$ cat config.mk
export PLATFORM = sky130hd
export DESIGN_NAME = dmem_arb
export DESIGN_NICKNAME = d
export VERILOG_FILES = /design/src/rtl/dmem_arb_pkg.sv /design/src/rtl/dmem_arb_rr_pick2.sv /design/src/rtl/dmem_arb.sv
export SDC_FILE = /design/constraint.sdc
export NUM_CORES = 1
export LEC_CHECK = 0
export BUFFER_PORTS_ARGS = -buffer_cell sky130_fd_sc_hd__buf_2
export CORE_MARGIN = 2
export CORE_UTILIZATION = 45
export CTS_BUF_LIST = sky130_fd_sc_hd__clkbuf_4 sky130_fd_sc_hd__clkbuf_8
export CTS_CLUSTER_SIZE = 25
export DETAILED_ROUTE_END_ITERATION = 7
export PLACE_DENSITY = 0.83
export SYNTH_ARGS = -nofsm -noshare
export SYNTH_HDL_FRONTEND = slang
export SYNTH_SLANG_ARGS = --single-unit
$ cat constraint.sdc
create_clock -name clk -period 4.06 [get_ports clk]
set_input_delay 1.015 -clock clk [delete_from_list [all_inputs] [get_ports clk]]
set_output_delay 1.015 -clock clk [all_outputs]
set_load 0.02 [all_outputs]
$ cat src/rtl/dmem_arb_pkg.sv
// rtl/dmem_arb_pkg.sv - shared state and owner encodings for the dmem arbiter
package dmem_arb_pkg;

  localparam logic [1:0] S_IDLE   = 2'd0;
  localparam logic [1:0] S_ACCESS = 2'd1;
  localparam logic [1:0] S_DONE   = 2'd2;

  localparam logic P_CPU = 1'b0;
  localparam logic P_DBG = 1'b1;

  typedef enum logic [1:0] {
    ST_IDLE   = S_IDLE,
    ST_ACCESS = S_ACCESS,
    ST_DONE   = S_DONE
  } state_t;

  function automatic logic [1:0] owner_onehot(input logic owner);
    return (owner == P_DBG) ? 2'b10 : 2'b01;
  endfunction

endpackage

$ cat src/rtl/dmem_arb_rr_pick2.sv
// rtl/dmem_arb_rr_pick2.sv - two-way round-robin pick
module rr_pick2 (
  input  logic [1:0] req,
  input  logic       last,
  output logic       pick,
  output logic       both
);

  // A tie goes to the port not served last; otherwise the lone requester wins.
  assign both = &req;
  assign pick = both ? ~last : req[1];

endmodule

$ cat src/rtl/dmem_arb.sv
// rtl/dmem_arb.sv - two-port round-robin arbiter in front of the single-port dmem
module dmem_arb
  import dmem_arb_pkg::*;
#(
  parameter int AW = 7,
  parameter int DW = 32,
  parameter int CW = 16
) (
  input  logic          clk,
  input  logic          rst,
  input  logic          m0_req,
  input  logic          m0_we,
  input  logic [3:0]    m0_amp,
  input  logic [AW-1:0] m0_addr,
  input  logic [DW-1:0] m0_wdata,
  output logic [DW-1:0] m0_rdata,
  output logic          m0_ack,
  output logic          m0_stall,
  input  logic          m1_req,
  input  logic          m1_we,
  input  logic [3:0]    m1_amp,
  input  logic [AW-1:0] m1_addr,
  input  logic [DW-1:0] m1_wdata,
  output logic [DW-1:0] m1_rdata,
  output logic          m1_ack,
  output logic          ram_we,
  output logic [3:0]    ram_amp,
  output logic [AW-1:0] ram_addr,
  output logic [DW-1:0] ram_wd,
  input  logic [DW-1:0] ram_rd,
  output logic [1:0]    grant,
  output logic [CW-1:0] conflict_cnt
);

  state_t        state_q, state_d;
  logic          owner_q;
  logic          last_q;
  logic [DW-1:0] m0_rdata_q, m1_rdata_q;
  logic [CW-1:0] cnt_q;
  logic          pick, both;

  rr_pick2 u_pick (
    .req  ({m1_req, m0_req}),
    .last (last_q),
    .pick (pick),
    .both (both)
  );

  always_ff @(posedge clk or posedge rst) begin
    if (rst) begin
      state_q    <= ST_IDLE;
      owner_q    <= P_CPU;
      last_q     <= P_DBG;
      m0_rdata_q <= '0;
      m1_rdata_q <= '0;
      cnt_q      <= '0;
    end else begin
      state_q <= state_d;
      case (state_q)
        ST_IDLE: begin
          if (m0_req | m1_req) owner_q <= pick;
          if (both && (cnt_q != {CW{1'b1}})) cnt_q <= cnt_q + CW'(1);
        end
        ST_ACCESS: begin
          if (owner_q == P_DBG) m1_rdata_q <= ram_rd;
          else                  m0_rdata_q <= ram_rd;
          last_q <= owner_q;
        end
        default: ;
      endcase
    end
  end

  always_comb begin
    state_d = state_q;
    case (state_q)
      ST_IDLE:   if (m0_req | m1_req) state_d = ST_ACCESS;
      ST_ACCESS: state_d = ST_DONE;
      ST_DONE:   state_d = ST_IDLE;
      default:   state_d = ST_IDLE;
    endcase
  end

  // ram_* are purely state-decoded so an async reset kills a write before the edge.
  always_comb begin
    ram_we   = 1'b0;
    ram_amp  = '0;
    ram_addr = '0;
    ram_wd   = '0;
    grant    = 2'b00;
    m0_ack   = 1'b0;
    m1_ack   = 1'b0;
    case (state_q)
      ST_ACCESS: begin
        grant = owner_onehot(owner_q);
        if (owner_q == P_DBG) begin
          ram_we   = m1_we;
          ram_amp  = m1_amp;
          ram_addr = m1_addr;
          ram_wd   = m1_wdata;
        end else begin
          ram_we   = m0_we;
          ram_amp  = m0_amp;
          ram_addr = m0_addr;
          ram_wd   = m0_wdata;
        end
      end
      ST_DONE: begin
        grant  = owner_onehot(owner_q);
        m0_ack = (owner_q == P_CPU);
        m1_ack = (owner_q == P_DBG);
      end
      default: ;
    endcase
  end

  assign m0_stall     = m0_req & ~m0_ack;
  assign m0_rdata     = m0_rdata_q;
  assign m1_rdata     = m1_rdata_q;
  assign conflict_cnt = cnt_q;

endmodule

==> impl_metrics.json, run 1 <==
{
  "ys.flop_type": "dfrtp_1",
  "synthArstFlopShare_pct": 100,
  "cp-end-kind": "output port",
  "post-route-util_pct": 62.8,
  "start_util_pct": 45.9,
  "r2r_end": "m1_rdata[12]$_DFFE_PP0P_",
  "min_path_cells": 2,
  "total_power_w": 0.00451,
  "crit_path_start": "owner_q$_DFFE_PP0P_",
  "crit_buf_inv": 2,
  "syn-mean-instance-area_um2": 12.6,
  "cts.sinks": 84,
  "grt_max_degree": 62,
  "gp_congestion": 0.897,
  "power_density_nw_per_um2": 785,
  "outcome": "finished clean",
  "final_cells": 700,
  "leakagePower_nw": 3.07,
  "rows": 35,
  "worstPathMaxFanout": 35,
  "skew_ps": 15.0,
  "synth.distinct_cells": 34,
  "gr-usage-all-layers_pct": 21.9,
  "synth-seq-cells": 84,
  "finalCriticalPeriod_ps": 3220,
  "synth_nets": 463,
  "io_buffers": 252,
  "synth_edf_count": 0,
  "path_cells": "buf_4, mux2i_1, nor2b_1, buf_2",
  "ant_nets": 0,
  "synth_seq_area_share_pct": 50.1,
  "clkLatencyLatePin_ps": 350,
  "antenna_found_initial": 2,
  "drt_iter0_drc": 87,
  "pre_cts_ws_ps": 1210,
  "reg2regPathDepth": 6,
  "setup_viol": 0,
  "cts_inserted_buffers": 9,
  "drive_gt1_share_pct": 58.9,
  "wl_per_cell_um": 16.3,
  "peakVddDrop_mv": 0.674,
  "max_freq_ghz": 0.311,
  "gr-total-overflow": 0,
  "dp.cells": 683,
  "clk_pin_slew_worst_paths_ps": 90,
  "holdCritPathClass": "reg2reg",
  "cp_slowest_cell": "dfrtp_2",
  "cts_resized": 0,
  "die_w_um": 101,
  "drc": 0,
  "cts_hold_buffers": 0,
  "hold_start": "last_q$_DFFE_PP1N_",
  "clockBufferDepth": 2,
  "finalSetupTns_ps": 0,
  "post_cts_buffers": 0,
  "dpl.hpwl_um": 8890,
  "finalCritPeriodShare_pct": 79.3,
  "synth_area_um2": 4200,
  "setup.worst_path.class": "reg2out",
  "die_height_um": 101,
  "dr.pass1.iters": 4,
  "relSlewSlack_pct": 31.6,
  "cp_data_required_time_ps": 3040,
  "grt_pass1_wl_um": 17100,
  "root_buffer": "clkbuf_8",
  "rsz0062_at_grt": "false",
  "hold_violations": 0,
  "first_global_vias": 3512,
  "r2r-start": "state_q[1]$_DFFE_PP0P_",
  "final_nets": 712,
  "cts_max_level": 3,
  "ys_warn_count": 0,
  "synthCells": 334,
  "layout_setup_ws_ps": 840,
  "syn_to_final_growth_pct": 36.9,
  "core_area_um2": 9150,
  "drv_cap": 0,
  "vias_per_cell": 5.09,
  "nFillCells": 717,
  "pin_count": 253,
  "startpoint_type": "flop",
  "crit_family": "flip-flops",
  "r2r_slack_ps": 1720,
  "critical-path-max-stage-delay_ps": 980,
  "holdPathEnd": "last_q$_DFFE_PP1N_",
  "wirelength_um": 11400,
  "die_area_um2": 10100,
  "cts_tree": "built",
  "worstMarginPinSlew_ps": 1020,
  "vias": 3562,
  "maxSlewViolCount": 0,
  "critPathArrivalTime_ps": 2200
}
per-layer routing:
metal  track usage, %  routed length [um]  up-vias
met5                0                   0        -
met4             8.96                 261        0
met3             7.77                1020       21
met2             38.7                5870      164
met1             23.7                4250     1714
li1                 -                   -     1663
worst max-delay path by stage:
stage          depth (start not counted)                     endpoint
5_1_grt                                5                   ram_wd[12]
2_1_floorplan                          1  conflict_cnt[0]$_DFFE_PP0P_
4_1_cts                                4                    ram_wd[7]
3_3_place_gp                           4                   ram_wd[12]
3_5_place_dp                           4                    ram_wd[7]
6_report                               4                    ram_wd[7]
per-stage QoR:
stage	hold WS, ps	instance area [um2]
after floorplan	460	4200
after global placement	471	5550
after detailed placement	484	5550
after CTS	499	5740
after global routing	526	5750
final	496	5750
logic make-up (layout without fill, tap and decap cells):
| group | count (synthesis) | in the layout | share of synthesized area [%] |
|---|---|---|---|
| other cells | 0 | 2 | 0 |
| flops | 84 | 84 | 50.1 |
| fa+ha+maj | 5 | 5 | 1.49 |
| compound gates | 11 | 11 | 1.61 |
| simple gates | 88 | 88 | 13.1 |
| mux | 113 | 113 | 29.0 |
| xor+xnor | 10 | 10 | 2.09 |
| buf+inv | 23 | 276 | 2.56 |
where the power goes:
group          switching (W)  total (W)  leakage [nW]  internal (W)
sequential          0.000278    0.00149          1.01       0.00121
clock               0.000303   0.000589        0.0923      0.000286
combinational        0.00138    0.00243          1.97       0.00105
total                0.00196    0.00451          3.07       0.00256
flip-flops by register name, summed over array words and instances (netlist names):
register / cells
m0_rdata: 32
m1_rdata: 32
conflict_cnt: 16
state_q: 2
last_q: 1
owner_q: 1
tightest hold or removal path, delay by kind of cell (launching register included):
| family | cells | cell delay [ps] |
|---|---|---|
| AO/OA/AOI/OAI | 1 | 70 |
| flip-flops | 1 | 370 |
| buffers and inverters | 1 | 60 |
Yosys cell counts (3+ instances only):
| cell | instances | area share [%] |
|---|---|---|
| buf_2 | 11 | 1.3 |
| mux2_2 | 67 | 18 |
| nor2b_1 | 48 | 7.2 |
| and4_1 | 3 | 0.63 |
| ha_1 | 5 | 1.5 |
| nor3_1 | 4 | 0.48 |
| nand2_1 | 9 | 0.80 |
| o21ai_0 | 4 | 0.48 |
| xor2_1 | 8 | 1.7 |
| dfrtp_1 | 83 | 49 |
| a21oi_1 | 3 | 0.36 |
| inv_1 | 4 | 0.36 |
| clkbuf_1 | 7 | 0.63 |
| nor2_1 | 3 | 0.27 |
| nand3_1 | 5 | 0.60 |
| nand4_1 | 4 | 0.60 |
| mux2i_1 | 44 | 10 |
final cells by class:
class                   instances  area, um2  share of cell area (%)
clock buffers                   9        124                    2.16
diodes                          2       5.00                  0.0871
multi-input cells             227       1990                    34.6
repair buffers                257       1300                    22.6
flip-flops and latches         84       2100                    36.6
inverters                       4       16.3                   0.283
clock inverters                 6       71.3                    1.24
well taps                     111        139                    2.42
layout by cell type (no fill, tap or decap), drive strengths merged:
cell type    n
a21boi       1
mux2i       44
ha           5
and2         2
xnor2        2
nand2        9
clkinvlp     2
buf        257
nor4b        1
nor4         3
a41oi        1
o2111ai      1
clkinv       2
and4         3
clkbuf       9
a21oi        3
dfrtp       83
diode        2
nand3        6
inv          5
mux2        69
nor2         3
o21ai        4
and4bb       1
nor3         4
bufinv       1
xor2         8
or2          1
nand4        4
o31ai        1
nor2b       48
dfstp        1
nand2b       2
nor3b        1
Power figures use the tool's default switching activity.
==> inputs of run 2 (changes only) <==
Settings changed: ABC_AREA set to 1, CORE_UTILIZATION 45 to 41, PLACE_DENSITY 0.83 to 0.79.
Clock period 4.06 ns to 2.96 ns, I/O delays scaled along.
==> run 2 against run 1 <==
  * Critical path depth is 2 higher
  * Sequential power increased by 28%
  * Sequential share of layout area fell by 1.0 points
  * Core utilization fell by 5.6 points
  * Critical path type unchanged
  * Clock skew is 0.55 ps lower
  * Worst setup slack got worse by 510 ps
  * Synthesized cell count up 76%
  * Combinational power increased by 33%
  * Routed wire length rose by 15%
  * Sequential cell count unchanged
  * Largest power group unchanged
==> impl_metrics.json, run 2 <==
{
  "outcome": "finished clean",
  "die_w_um": 107,
  "gr-usage-all-layers_pct": 22.1,
  "synth-seq-cells": 84,
  "nFillCells": 1027,
  "die_height_um": 107,
  "p_seq_share_pct": 32.2,
  "setup.worst_path.class": "reg2out",
  "ys_top_cells_by_area": "dfrtp_1 48%, nand2_1 15%, nand3_1 13%, o21ai_0 7.8%, inv_1 5.4%",
  "crit_family": "buffers and inverters",
  "fin_hold_ws_ps": 418,
  "p_int_w": 0.00297,
  "crit_buf_inv": 3,
  "ant_nets": 0,
  "maxSlewViolCount": 0,
  "synthCells": 589,
  "critPathArrivalTime_ps": 1890,
  "dpl.hpwl_um": 9810,
  "gr-total-overflow": 0,
  "place_area_um2": 5710,
  "cp_slowest_cell": "dfrtp_1",
  "syn-mean-instance-area_um2": 7.40,
  "syn_to_final_growth_pct": 35.5,
  "final_nets": 954,
  "finalCritPeriodShare_pct": 88.9,
  "first_global_vias": 4271,
  "relSlewSlack_pct": 53.2,
  "critical-path-max-stage-delay_ps": 390,
  "drt_iter0_drc": 432,
  "peakVddDrop_mv": 0.702,
  "clkLatencyLatePin_ps": 350,
  "drive_gt1_share_pct": 34.7,
  "pin_count": 253,
  "path_cells": "inv_1, ha_2, buf_12, nand3_1, nand2_1, buf_2",
  "final_cells": 967,
  "hold_violations": 0,
  "vias": 4691,
  "dr.pass1.iters": 7,
  "worstMarginPinSlew_ps": 702,
  "max_freq_ghz": 0.380,
  "holdCritPathClass": "in2async",
  "start_util_pct": 42.2,
  "rsz0062_at_grt": "false",
  "clockBufferDepth": 2,
  "synth.distinct_cells": 24,
  "synthArstFlopShare_pct": 100,
  "io_buffers": 252,
  "power_density_nw_per_um2": 1000,
  "worstPathMaxFanout": 91,
  "cp-end-kind": "output port",
  "core_area_um2": 10300,
  "synth_top_cell_by_area": "dfrtp_1",
  "clockPowerShare_pct": 13.4,
  "skew_ps": 14.4,
  "setup_viol": 0,
  "yosysTopAreaCellShare_pct": 47.7,
  "wirelength_um": 13100,
  "cts_hold_buffers": 0,
  "ys_warn_count": 0,
  "clk_pin_slew_worst_paths_ps": 90,
  "synth_seq_area_share_pct": 48.3,
  "grt_max_degree": 92,
  "synth_area_um2": 4360,
  "cts_max_level": 3,
  "wl_per_cell_um": 13.5,
  "antenna_found_initial": 1,
  "leakagePower_nw": 3.49,
  "startpoint_type": "flop",
  "vias_per_cell": 4.85,
  "drv_cap": 0,
  "root_buffer": "clkbuf_8",
  "rows": 37,
  "stdcell_area_um2": 5910,
  "finalSetupTns_ps": 0,
  "p_switching_w": 0.00295,
  "die_area_um2": 11500,
  "gp_congestion": 0.893,
  "cts_resized": 0,
  "synth_edf_count": 0,
  "finalCriticalPeriod_ps": 2630,
  "cts_inserted_buffers": 9,
  "cts.sinks": 84,
  "combPwrFrac_pct": 54.4,
  "dp.cells": 950,
  "synth_common_cells": "173 x nand2_1, 116 x nand3_1, 83 x dfrtp_1",
  "cts_tree": "built",
  "synth_nets": 718,
  "layout_commonest_cell": "buf_2",
  "p_sw_share_pct": 49.9,
  "final_cell_mix": "252 x buf_2, 172 x nand2_1, 116 x nand3_1",
  "synth.most_common_cell": "nand2_1",
  "drc": 0,
  "cp_data_required_time_ps": 2220,
  "post_cts_buffers": 0,
  "ys.flop_type": "dfrtp_1",
  "grt_pass1_wl_um": 20400
}
[run 2: layout make-up]
type                    count  area [um2]  area share [%]
flip-flops and latches     84        2100            35.6
multi-input cells         404        1860            31.4
repair buffers            260        1330            22.6
inverters                  66         249            4.22
well taps                 136         170            2.88
clock buffers              10         138            2.33
clock inverters             6        55.1           0.932
diodes                      1        2.50          0.0424
[run 2: cells by family after synthesis]
logic type               Yosys count  share of synthesized area, %
AND/OR/NAND/NOR                  324                          32.0
buffers and inverters            101                          9.27
flip-flops                        84                          48.3
AO/OA/AOI/OAI                     71                          8.18
adder cells (fa/ha/maj)            5                          1.44
XOR/XNOR                           4                         0.804
[run 2: per-layer routing]
| layer | GRT usage (%) | wire (um) |
|---|---|---|
| met1 | 26.6 | 5110 |
| met2 | 38.1 | 6510 |
| met3 | 5.23 | 1040 |
| met4 | 8.44 | 418 |
| met5 | 0 | 0 |
[run 2: metrics by stage]
step	setup slack [ps]	power, W	utilization (%)
finish	327	0.00592	57.2
global route	231	0.00638	57.2
CTS	332	0.00598	57.2
detailed placement	723	0.00517	55.3
global placement	762	0.00512	55.3
floorplan	56.5	0.00405	-
[run 2: power groups by stage]
stage	registers (W)	logic, W	clock network [W]
floorplan	0.00246	0.00159	0
global placement	0.00190	0.00321	0
detailed placement	0.00192	0.00326	0
CTS	0.00190	0.00326	0.000817
global route	0.00196	0.00355	0.000867
finish	0.00191	0.00322	0.000791
[run 2: path summary, 6_finish.rpt]
check / start / end / slack (ps) / cells after the start
min reg2reg: m0_rdata[28]$_DFFE_PP0P_ / m0_rdata[28]$_DFFE_PP0P_ / 490 / 2
min: rst / conflict_cnt[1]$_DFFE_PP0P_ / 420 / 2
max in group asynchronous: rst / last_q$_DFFE_PP1N_ / 1700 / 3
max reg2reg: state_q[1]$_DFFE_PP0P_ / conflict_cnt[14]$_DFFE_PP0P_ / 1140 / 9
min in group clk: m0_rdata[28]$_DFFE_PP0P_ / m0_rdata[28]$_DFFE_PP0P_ / 490 / 2
max: state_q[1]$_DFFE_PP0P_ / ram_wd[22] / 330 / 6
